## config.mk

```make
export PLATFORM = sky130hd
export DESIGN_NAME = ag_tcu_uop_seq
export DESIGN_NICKNAME = d
export VERILOG_FILES = /design/src/rtl/VX_ag_tcu_pkg.sv /design/src/rtl/ag_tcu_uop_seq.sv
export SDC_FILE = /design/constraint.sdc
export NUM_CORES = 1
export LEC_CHECK = 0
export ABC_CLOCK_PERIOD_IN_PS = 1770
export BUFFER_PORTS_ARGS = -buffer_cell sky130_fd_sc_hd__buf_2
export CELL_PAD_IN_SITES_DETAIL_PLACEMENT = 1
export CELL_PAD_IN_SITES_GLOBAL_PLACEMENT = 1
export CORE_MARGIN = 1.5
export CORE_UTILIZATION = 24
export CTS_CLUSTER_SIZE = 10
export DETAILED_ROUTE_END_ITERATION = 7
export PLACE_DENSITY = 0.68
export SLEW_MARGIN = 20
export SYNTH_ARGS = -nofsm -noshare
export SYNTH_HDL_FRONTEND = slang
export SYNTH_SLANG_ARGS = --single-unit
```

## constraint.sdc

```tcl
create_clock -name clk -period 1.77 [get_ports clk]
set_input_delay 0.0885 -clock clk [delete_from_list [all_inputs] [get_ports clk]]
set_output_delay 0.0885 -clock clk [all_outputs]
set_load 0.005 [all_outputs]
```

## src/rtl/VX_ag_tcu_pkg.sv

```systemverilog
`default_nettype none
// ============================================================================
// Module   : VX_ag_tcu_pkg
// Brief    : Shared constants and types for the AG-TCU integer path
//            (step geometry, register bases, format IDs, micro-op record).
// Revision : 1.0 - initial release
// ============================================================================
package VX_ag_tcu_pkg;

    // Tile step geometry of one WMMA instruction
    localparam int AG_TCU_M_STEPS  = 4;
    localparam int AG_TCU_N_STEPS  = 4;
    localparam int AG_TCU_K_STEPS  = 4;
    localparam int AG_TCU_UOPS     = AG_TCU_M_STEPS * AG_TCU_N_STEPS * AG_TCU_K_STEPS;
    localparam int AG_TCU_UOP_BITS = $clog2(AG_TCU_UOPS);

    // Step coordinate widths
    localparam int AG_TCU_M_BITS = $clog2(AG_TCU_M_STEPS);
    localparam int AG_TCU_N_BITS = $clog2(AG_TCU_N_STEPS);
    localparam int AG_TCU_K_BITS = $clog2(AG_TCU_K_STEPS);

    // Register file layout of the A, B and C/D fragments
    localparam int AG_TCU_REG_BITS     = 6;
    localparam int AG_TCU_RA           = 0;
    localparam int AG_TCU_RB           = 10;
    localparam int AG_TCU_RC           = 24;
    localparam int AG_TCU_A_SUB_BLOCKS = 1;
    localparam int AG_TCU_B_SUB_BLOCKS = 2;

    // Format identifiers
    localparam logic [3:0] AG_TCU_I32_ID = 4'd8;
    localparam logic [3:0] AG_TCU_I8_ID  = 4'd9;
    localparam logic [3:0] AG_TCU_U8_ID  = 4'd10;
    localparam logic [3:0] AG_TCU_I4_ID  = 4'd11;
    localparam logic [3:0] AG_TCU_U4_ID  = 4'd12;

    // One micro-op as seen by the TCU lanes (default geometry)
    typedef struct packed {
        logic [AG_TCU_M_BITS-1:0]   step_m;
        logic [AG_TCU_N_BITS-1:0]   step_n;
        logic [AG_TCU_K_BITS-1:0]   step_k;
        logic [AG_TCU_REG_BITS-1:0] rs1;
        logic [AG_TCU_REG_BITS-1:0] rs2;
        logic [AG_TCU_REG_BITS-1:0] rs3;
        logic                       first_k;
        logic                       last_k;
        logic                       eop;
    } ag_tcu_uop_t;

endpackage
`default_nettype wire

```

## src/rtl/ag_tcu_uop_seq.sv

```systemverilog
`default_nettype none
// ============================================================================
// Module   : ag_tcu_uop_seq
// Brief    : Expands one WMMA instruction into M*N*K micro-ops in k/n/m order,
//            attaching step coordinates and A/B/C register indices.
// Revision : 1.0 - initial release
// ============================================================================
module ag_tcu_uop_seq
    import VX_ag_tcu_pkg::*;
#(
    parameter int M_STEPS  = AG_TCU_M_STEPS,
    parameter int N_STEPS  = AG_TCU_N_STEPS,
    parameter int K_STEPS  = AG_TCU_K_STEPS,
    parameter int REG_BITS = 6,
    parameter int TAG_BITS = 44
) (
    input  logic                       clk,
    input  logic                       reset,
    input  logic                       in_valid,
    output logic                       in_ready,
    input  logic [3:0]                 in_fmt_s,
    input  logic [3:0]                 in_fmt_d,
    input  logic [TAG_BITS-1:0]        in_tag,
    output logic                       out_valid,
    input  logic                       out_ready,
    output logic [$clog2(M_STEPS)-1:0] out_step_m,
    output logic [$clog2(N_STEPS)-1:0] out_step_n,
    output logic [$clog2(K_STEPS)-1:0] out_step_k,
    output logic [REG_BITS-1:0]        out_rs1,
    output logic [REG_BITS-1:0]        out_rs2,
    output logic [REG_BITS-1:0]        out_rs3,
    output logic [3:0]                 out_fmt_s,
    output logic [3:0]                 out_fmt_d,
    output logic [TAG_BITS-1:0]        out_tag,
    output logic                       out_first_k,
    output logic                       out_last_k,
    output logic                       out_eop
);

    localparam int M_BITS   = $clog2(M_STEPS);
    localparam int N_BITS   = $clog2(N_STEPS);
    localparam int K_BITS   = $clog2(K_STEPS);
    localparam int UOPS     = M_STEPS * N_STEPS * K_STEPS;
    localparam int UOP_BITS = $clog2(UOPS);
    localparam int RS3_MAX  = AG_TCU_RC + M_STEPS * N_STEPS - 1;

    localparam logic [UOP_BITS-1:0] C_LAST_UOP = UOP_BITS'(UOPS - 1);
    localparam logic [REG_BITS-1:0] C_RA       = REG_BITS'(AG_TCU_RA);
    localparam logic [REG_BITS-1:0] C_RB       = REG_BITS'(AG_TCU_RB);
    localparam logic [REG_BITS-1:0] C_RC       = REG_BITS'(AG_TCU_RC);
    localparam logic [REG_BITS-1:0] C_N_STEPS  = REG_BITS'(N_STEPS);
    localparam logic [REG_BITS-1:0] C_K_STEPS  = REG_BITS'(K_STEPS);
    localparam logic [REG_BITS-1:0] C_A_SUB    = REG_BITS'(AG_TCU_A_SUB_BLOCKS);
    localparam logic [REG_BITS-1:0] C_B_SUB    = REG_BITS'(AG_TCU_B_SUB_BLOCKS);

    // The flat counter is sliced into {m, n, k}, so every step count must be a
    // power of two of at least 2; the C/D range must also fit the index width.
    if ((M_STEPS < 2) || ((M_STEPS & (M_STEPS - 1)) != 0) ||
        (N_STEPS < 2) || ((N_STEPS & (N_STEPS - 1)) != 0) ||
        (K_STEPS < 2) || ((K_STEPS & (K_STEPS - 1)) != 0)) begin : g_chk_pow2
        $error("ag_tcu_uop_seq: step counts must be powers of two >= 2");
    end

    if (RS3_MAX >= (1 << REG_BITS)) begin : g_chk_rs3
        $error("ag_tcu_uop_seq: C/D register range exceeds REG_BITS");
    end

    typedef enum logic [0:0] {
        ST_IDLE  = 1'b0,
        ST_ISSUE = 1'b1
    } state_t;

    state_t                r_state;
    logic [UOP_BITS-1:0]   r_cnt;
    logic [3:0]            r_fmt_s;
    logic [3:0]            r_fmt_d;
    logic [TAG_BITS-1:0]   r_tag;

    logic                  w_issue;
    logic                  w_eop;
    logic                  w_fire;
    logic                  w_eop_fire;
    logic [M_BITS-1:0]     w_m;
    logic [N_BITS-1:0]     w_n;
    logic [K_BITS-1:0]     w_k;
    logic [REG_BITS-1:0]   w_a_lin;
    logic [REG_BITS-1:0]   w_b_lin;
    logic [REG_BITS-1:0]   w_rs1;
    logic [REG_BITS-1:0]   w_rs2;
    logic [REG_BITS-1:0]   w_rs3;

    assign w_issue    = (r_state == ST_ISSUE);
    assign w_m        = r_cnt[K_BITS + N_BITS +: M_BITS];
    assign w_n        = r_cnt[K_BITS +: N_BITS];
    assign w_k        = r_cnt[0 +: K_BITS];
    assign w_eop      = (r_cnt == C_LAST_UOP);
    assign w_fire     = w_issue & out_ready;
    assign w_eop_fire = w_fire & w_eop;

    // Register indices are pure functions of the current step coordinates
    assign w_a_lin = REG_BITS'(w_m) * C_K_STEPS + REG_BITS'(w_k);
    assign w_b_lin = REG_BITS'(w_k) * C_N_STEPS + REG_BITS'(w_n);
    assign w_rs1   = C_RA + w_a_lin / C_A_SUB;
    assign w_rs2   = C_RB + w_b_lin / C_B_SUB;
    assign w_rs3   = C_RC + REG_BITS'(w_m) * C_N_STEPS + REG_BITS'(w_n);

    // A new instruction can be taken when idle or on the final micro-op fire
    assign in_ready = ~w_issue | w_eop_fire;

    // Per-micro-op fields read as zero while idle so the bus is quiet
    assign out_valid   = w_issue;
    assign out_step_m  = w_issue ? w_m   : '0;
    assign out_step_n  = w_issue ? w_n   : '0;
    assign out_step_k  = w_issue ? w_k   : '0;
    assign out_rs1     = w_issue ? w_rs1 : '0;
    assign out_rs2     = w_issue ? w_rs2 : '0;
    assign out_rs3     = w_issue ? w_rs3 : '0;
    assign out_first_k = w_issue & (w_k == '0);
    assign out_last_k  = w_issue & (w_k == K_BITS'(K_STEPS - 1));
    assign out_eop     = w_issue & w_eop;
    assign out_fmt_s   = r_fmt_s;
    assign out_fmt_d   = r_fmt_d;
    assign out_tag     = r_tag;

    // Sequencer state, step counter and latched instruction fields
    always_ff @(posedge clk) begin
        if (!reset) begin
            r_state <= ST_IDLE;
            r_cnt   <= '0;
            r_fmt_s <= '0;
            r_fmt_d <= '0;
            r_tag   <= '0;
        end else begin
            case (r_state)
                ST_IDLE: begin
                    if (in_valid) begin
                        r_state <= ST_ISSUE;
                        r_cnt   <= '0;
                        r_fmt_s <= in_fmt_s;
                        r_fmt_d <= in_fmt_d;
                        r_tag   <= in_tag;
                    end
                end
                ST_ISSUE: begin
                    if (w_fire) begin
                        if (w_eop) begin
                            r_cnt <= '0;
                            // Back-to-back load keeps issuing with no bubble
                            if (in_valid) begin
                                r_fmt_s <= in_fmt_s;
                                r_fmt_d <= in_fmt_d;
                                r_tag   <= in_tag;
                            end else begin
                                r_state <= ST_IDLE;
                            end
                        end else begin
                            r_cnt <= r_cnt + UOP_BITS'(1);
                        end
                    end
                end
                default: r_state <= ST_IDLE;
            endcase
        end
    end

`ifndef SYNTHESIS
    // Unsupported source formats are still sequenced but flagged in simulation
    always_ff @(posedge clk) begin
        if (reset && in_valid && in_ready) begin
            assert ((in_fmt_s >= AG_TCU_I8_ID) && (in_fmt_s <= AG_TCU_U4_ID))
                else $error("ag_tcu_uop_seq: unsupported fmt_s %0d", in_fmt_s);
        end
    end
`endif

endmodule
`default_nettype wire

```

# After elaboration in Yosys (flattened, before gate mapping)
# Index checks and enable logic that the tools add are counted.
word_totals:
  register_bits: 59
  input_bits: 56
  out_inout_bits: 81
op_classes:
  n_eq_ne: 5
  reduce_logical: 3
  addsub: 6
  muxes: 26
  bitwise_logic: 7
ops:
  columns: ["cell", "count"]
  rows:
  - ["$mux 44", 3]
  - ["$pmux 44 s2", 1]
  - ["$mux 4", 6]
  - ["$mux 6", 4]
  - ["$pmux 4 s2", 2]
  - ["$pmux 6 s2", 1]
  - ["$add 4x2->5", 2]
  - ["$mux 5", 2]
  - ["$add 5x4->6 const A", 1]
  - ["$add 6x1->6 const B", 1]
  - ["$add 6x2->6", 1]
  - ["$eq 6x6->1 const B", 1]
  - ["$mux 2", 3]
  - ["$add 4x4->5 const A", 1]
  - ["$and 1x1->1", 5]
  - ["$ne 2x1->1 const B", 2]
  - ["$reduce_and 2->1", 2]
  - ["$mux 1", 3]
  - ["$eq 2x2->1 const B", 1]
  - ["$logic_not 2->1", 1]
  - ["$ne 2x2->1 const B", 1]
  - ["$pmux 1 s2", 1]
  - ["$not 1->1", 1]
  - ["$or 1x1->1", 1]

# Depth between registers and ports, before layout
# Gate-level depths: netlist of run 1.
depth:
  depth_word: 4
  depth_mapped: 6
  depth_no_buf: 4

# Least setup slack after synthesis of run 1
# OpenSTA, ideal clock, no wires.
synth_path:
  kind: "flip-flop to flip-flop"
  from: "reg r_cnt[0]"
  to: "reg r_fmt_d[0] (netlist: out_fmt_d[0])"
  setup_ps: 118
  path_stages_with_launch: 7
  path_buffers: 2
  path_slack_ps: 208
  arrival_time_ps: 1444
  cell_sequence: "dfxtp_1 -> ha_1 -> nand3_2 -> o31a_1 -> buf_6 -> buf_12 -> mux2i_1"
synth_via:
  elab_chain_len: 3
synth_lines:
  columns: ["item", "line_no", "text"]
  rows:
  - ["start, declared", "ag_tcu_uop_seq.sv:74", "logic [UOP_BITS-1:0] r_cnt;"]
  - ["start signal, assigned", "ag_tcu_uop_seq.sv:157", "r_cnt <= r_cnt + UOP_BITS'(1);"]
  - ["$eq 6x6->1", "ag_tcu_uop_seq.sv:96", "assign w_eop = (r_cnt == C_LAST_UOP);"]
  - ["$ne 2x1->1 (no line)", null, null]
  - ["$reduce_and 2->1 (no line)", null, null]
  - ["end signal, assigned", "ag_tcu_uop_seq.sv:140", "r_fmt_d <= in_fmt_d;"]
  - ["end signal, assigned", "ag_tcu_uop_seq.sv:151", "r_fmt_d <= in_fmt_d;"]
  - ["end, declared", "ag_tcu_uop_seq.sv:76", "logic [3:0] r_fmt_d;"]
# No other way between the ends.
# A chain may end at the register's enable or synchronous reset.

# Worst setup path in the final report of run 1
layout_path:
  from: "reg r_cnt[1]"
  to: "out in_ready"
layout_via:
  elab_chain_len: 3
layout_lines:
  columns: ["item", "line_no", "text"]
  rows:
  - ["$eq 6x6->1", "ag_tcu_uop_seq.sv:96", null]
  - ["$and 1x1->1", "ag_tcu_uop_seq.sv:98", "assign w_eop_fire = w_fire & w_eop;"]
  - ["$or 1x1->1", "ag_tcu_uop_seq.sv:108", "assign in_ready = ~w_issue | w_eop_fire;"]
  - ["end, declared", "ag_tcu_uop_seq.sv:20", "output logic in_ready,"]
# No other way between the ends.

==> impl_metrics.ini, run 1 <==
[outcome]
outcome = complete, no violations

[yosys]
netlist_area_um2 = 2730
syn_inst = 309
synth-seq-area-share_pct = 43.2
synth.avg_cell_area_um2 = 8.84
ys_seq_elements = 59
synthTopCellsByCount = nand2_1, dfxtp_1, mux2i_1
ys.flop_type = dfxtp_1
yosysMostFrequentCell = nand2_1
synth_top_cell_area_share_pct = 43.2
ys_types = 31
synth-async-reset-ratio_pct = 0
ys_warn_count = 0
synth-edff-count = 0
yosys-top-cells-area = dfxtp_1, mux2i_1, nand2_1, buf_4, buf_12
yosysTopAreaCell = dfxtp_1

[floorplan]
rows = 38
start_util_pct = 24.9
die_area_um2 = 12000
die_w_um = 110
die_height_um = 110
coreArea_um2 = 11000
ios = 137

[power]
power_frac_seq_pct = 39.4
p_int_mw = 2.84
pwr-share-clk_pct = 48.0
peakVddDrop_v = 0.000435
switchingPower_mw = 0.848
p_leak_nw = 2.10
switching_share_pct = 23.0
comb_power_share_pct = 12.6
power_per_cell_area_nw_per_um2 = 931
finalPower_mw = 3.69

[clock_tree]
cts_buffers = 9
path_clk_slew_ns = 0.05
cts_tree = yes
cts_buffer_depth = 2
htreeDepth = 3
clk_latency_ns = 0.33
cts_num_sinks = 59
cts_root_buf = clkbuf_16
postCtsSetupBuffers = 0

[routing]
dr_wl_met3_um = 479
drc_errors = 0
ant_nets = 0
vias_per_cell = 4.28
wl_mm = 7.72
wl_per_cell_um = 13.0
initialDrtViolationCount = 82
via_count = 2541
drt_first_pass_iters = 4
wl_met1_mm = 3.14
dr_wl_met2_mm = 3.96
top_layer = met4

[final_layout]
fin_area_um2 = 3960
final_core_util_pct = 36.1
fillers = 1333
diodes = 0
drive_gt1_share_pct = 35.2
nets = 509
stdcell_count = 594
syn_to_final_growth_pct = 45.1

[timing]
fmax_mhz = 599
post-route-min-period_ns = 1.67
final_max_slew_viol_count = 0
setup-violations-final = 0
min_period_over_period_pct = 94.4
slew_headroom_pct = 66.8
setup_slack_ns = 0.0995
finalClockSkew_ns = 0.00577
worstMarginPinSlew_ns = 0.485
finalHoldViolCount = 0

[placement]
place_ws_ns = 0.225
gp_congestion = 0.730
portBuffers = 133
placed_cells = 556
postPlaceCellArea_um2 = 3420
dp_hpwl_mm = 5.35

[grt]
antenna_found_initial = 0
grtUsageTotal_pct = 13.5
overflow = 0
grt_pass1_wl_mm = 12.5
grt_max_degree = 49
grt_pass1_vias = 2721

[worst_setup_path]
path_max_fanout = 5
path_class = register to primary output
critPathArrivalTime_ns = 1.58
crit_path_end_kind = primary output
required_ns = 1.68
crit_path_start_kind = register

[worst_hold_path]
hold_path.class = input port to register

[run]
maxCapViolCount = 0
==> cell type report <==
cell class              instances  area [um^2]  area share, %
clock inverters                 2         35.0          0.884
flip-flops and latches         59         1180           29.8
inverters                       4         15.0          0.379
multi-input cells             212         1270           32.1
clock buffers                  12          267           6.72
well taps                     140          175           4.42
repair buffers                165         1020           25.7
==> logic make-up (layout without fill, tap and decap cells) <==
family	after synthesis	in the layout	synth area share [%]
flops	59	59	43.2
compound gates	14	14	3.80
simple gates	139	139	21.4
other cells	1	3	0.137
buf+inv	40	183	10.7
fa+ha+maj	2	2	0.916
mux	54	54	19.8
==> registers in the layout, summed over array words and instances, names as in the netlist <==
signal / flops
out_valid: 1
r_cnt: 6
out_fmt_s: 4
out_tag: 44
out_fmt_d: 4
==> per-layer routing <==
metal  vias to the layer above  GRT usage [%]
li1                       1265              -
met1                      1182           14.3
met2                        78           24.2
met3                        16           4.33
met4                         0           6.22
met5                         -              0
==> placed cells by master, fill, tap and decap left out, drive strengths merged, types with 2 or more instances in the layout <==
cell type and instances:
dfxtp 59, nor2b 4, nor2 2, mux2i 54, nand2b 2, nand2 111, o211ai 2, and2 10
dlygate4sd3 24, nand3 7, o21ai 3, buf 141, clkbuf 12, conb 3, inv 4, ha 2
==> per-stage QoR <==
| stage | hold WS, ns | TNS, ns |
|---|---|---|
| 2_1_floorplan | 0.226 | 0 |
| 3_3_place_gp | 0.335 | 0 |
| 3_5_place_dp | 0.341 | 0 |
| 4_1_cts | 0.000696 | 0 |
| 5_1_grt | 0.0110 | -0.00189 |
| 6_report | 0.00629 | 0 |
==> power groups by stage <==
stage | clock, mW | sequential, mW | combinational (mW)
final | 1.77 | 1.45 | 0.465
after global routing | 1.88 | 1.46 | 0.521
after CTS | 1.83 | 1.45 | 0.473
after detailed placement | 0 | 1.48 | 0.431
after global placement | 0 | 1.48 | 0.418
after floorplan | 0 | 1.48 | 0.250
==> path summary, 6_finish.rpt <==
| path | startpoint | to | slack, ns | cells past startpoint |
|---|---|---|---|---|
| setup / recovery | r_cnt[1] | in_ready | 0.1 | 6 |
| hold reg to reg | out_tag[30] | out_tag[30] | 0.46 | 2 |
| setup reg to reg | r_cnt[1] | out_tag[4] | 0.22 | 5 |
| hold / removal | in_tag[14] | out_tag[14] | 0.006 | 3 |
==> critical path, cell delays in order, from the launching register on <==
cell and delay [ns]:
dfxtp_1 0.34, ha_2 0.23, nand3_2 0.09, buf_4 0.17, nor2_2 0.18, a21bo_2 0.16
buf_2 0.10
==> timing repair <==
item                       4_1_cts  5_1_grt
setup endpoints to repair        2        2
gates cloned                     0        0
hold endpoints to repair        24        0
resized for setup                1        1
hold buffers                    24        0
Note: power is estimated with default switching activity, not from simulation.
==> run 2: changes to the inputs <==
--- a/config.mk
+++ b/config.mk
@@ -13,7 +13,8 @@
 export CORE_UTILIZATION = 24
 export CTS_CLUSTER_SIZE = 10
 export DETAILED_ROUTE_END_ITERATION = 7
-export PLACE_DENSITY = 0.68
+export PLACE_DENSITY = 0.71
+export RECOVER_POWER = 50
 export SLEW_MARGIN = 20
 export SYNTH_ARGS = -nofsm -noshare
 export SYNTH_HDL_FRONTEND = slang
==> run 2 against run 1 <==
  * First-iteration DRC count rose by 66%
  * Worst hold slack better by 0.0053 ns
  * Critical path type unchanged
  * Combinational power up 3%
  * Critical path depth unchanged
==> impl_metrics.ini, run 2 (synthesis gave the netlist of run 1 again) <==
[routing]
vias_per_cell = 4.20
wl_mm = 7.93
via_count = 2577
ant_nets = 0
wl_per_cell_um = 12.9
initialDrtViolationCount = 136
drc_errors = 0
drt_first_pass_iters = 5

[worst_setup_path]
crit_path_end_kind = primary output
crit_path_start_kind = register
max_stage_delay_ns = 0.34
required_ns = 1.68
r2r_start = r_cnt[0]
critPathArrivalTime_ns = 1.57
path_class = register to primary output
rr_endpoint = out_fmt_d[1]
path_max_fanout = 5
crit_chain = ha_1, nand3_2, buf_4, nor2_4, a21bo_2, buf_2
crit_family = flip-flops
rr_worst_depth = 5
r2r_slack_ns = 0.21
cp.buffers_inverters = 2
slowest_stage = dfxtp_1

[timing]
worstMarginPinSlew_ns = 0.460
rsz0062_at_grt = false
final_max_slew_viol_count = 0
slew_headroom_pct = 68.5
post-route-min-period_ns = 1.66
fin_tns_setup_ns = 0
setup_slack_ns = 0.110
setup-violations-final = 0
min_period_over_period_pct = 93.8
fmax_mhz = 602
finalClockSkew_ns = 0.00405
finalHoldViolCount = 0

[worst_hold_path]
whs_endpoint = out_tag[0]
hp-start = in_tag[0]
hold_path.class = input port to register
whs_path_depth = 3

[clock_tree]
htreeDepth = 3
cts_num_sinks = 59
cts_buffer_depth = 2
clk_latency_ns = 0.33
path_clk_slew_ns = 0.05
cts_tree = yes
cts_root_buf = clkbuf_16
cts_buffers = 9

[final_layout]
drive_gt1_share_pct = 24.9
final_common_cell = nand2_1
largest_reg_flops = 44
fillers = 1322
final_cell_mix = nand2_1, buf_2, dfxtp_1, mux2i_1, clkbuf_1
final_core_util_pct = 37.4
diodes = 0
nets = 527
syn_to_final_growth_pct = 50.3

[placement]
dp_hpwl_mm = 5.35
portBuffers = 133
place_ws_ns = 0.198
gp_congestion = 0.729

[run]
maxCapViolCount = 0

[floorplan]
ios = 137
die_area_um2 = 12000
die_height_um = 110
rows = 38
coreArea_um2 = 11000
die_w_um = 110
start_util_pct = 24.9

[power]
power_per_cell_area_nw_per_um2 = 965
peakVddDrop_v = 0.000664
p_leak_nw = 2.01

[grt]
grtUsageTotal_pct = 13.2
grt_pass1_vias = 2594
grt_max_degree = 49
grt_pass1_wl_mm = 11.9
antenna_found_initial = 0
overflow = 0

[outcome]
outcome = complete, no violations
[run 2: cell types whose count changed in the layout (fill, tap and decap cells not counted), moves of 3 or more]
cell / delta
buf_2: -43
clkbuf_1: +43
dlygate4sd3_1: +17
and2_1: -4
and2_0: +4
buf_4: +3
[run 2: tightest hold or removal path: cells and delay by family]
family / cells / cell delay (ns)
buffers and inverters: 1 / 0.10
muxes: 1 / 0.05
and+or+nand+nor: 1 / 0.05
[run 2: stage by stage]
stage          power [mW]  hold WS [ns]  instances  instance area (um^2)
2_1_floorplan        1.73         0.226        311                  2740
3_3_place_gp         1.89         0.331        557                  3400
3_5_place_dp         1.91         0.337        557                  3400
4_1_cts              4.05      0.000150        614                  4160
5_1_grt              4.16       0.00112        614                  4110
6_report             3.96        0.0116        614                  4110
[run 2: repair_timing]
| action | in CTS | in global routing |
|---|---|---|
| setup endpoints to repair | 2 | 2 |
| buffers inserted | 0 | 0 |
| hold buffers | 41 | 0 |
| resized for setup | 1 | 1 |
| endpoints found under the hold margin | 41 | 0 |
[run 2: final cells by class]
type / instances / area (um^2) / share of cell area (%)
repair buffers: 183 / 1120 / 27.2
clock inverters: 5 / 100 / 2.44
inverters: 4 / 15.0 / 0.366
clock buffers: 11 / 243 / 5.91
well taps: 140 / 175 / 4.27
multi-input cells: 212 / 1270 / 31.0
flip-flops and latches: 59 / 1180 / 28.8
[run 2: per-layer routing]
layer	vias up	part of all wire (%)	global-route usage, %
li1	1301	-	-
met5	-	0	0
met3	5	6.7	6.11
met1	1181	43	13.9
met2	90	49	22.8
met4	0	1.0	5.01
[run 2: worst max-delay path by stage]
stage	startpoint	endpoint	depth (start not counted)
after floorplan	r_cnt[0]	out_fmt_d[0]	6
after global placement	r_cnt[0]	out_fmt_s[2]	5
after detailed placement	r_cnt[0]	out_fmt_d[1]	5
after CTS	r_cnt[0]	in_ready	6
after global routing	r_cnt[0]	out_eop	6
final	r_cnt[0]	in_ready	6
[run 2: power breakdown]
| group | leakage (nW) | internal (mW) | switching [mW] |
|---|---|---|---|
| Sequential | 0.484 | 1.41 | 0.0439 |
| Combinational | 1.36 | 0.251 | 0.227 |
| Clock | 0.169 | 1.41 | 0.624 |
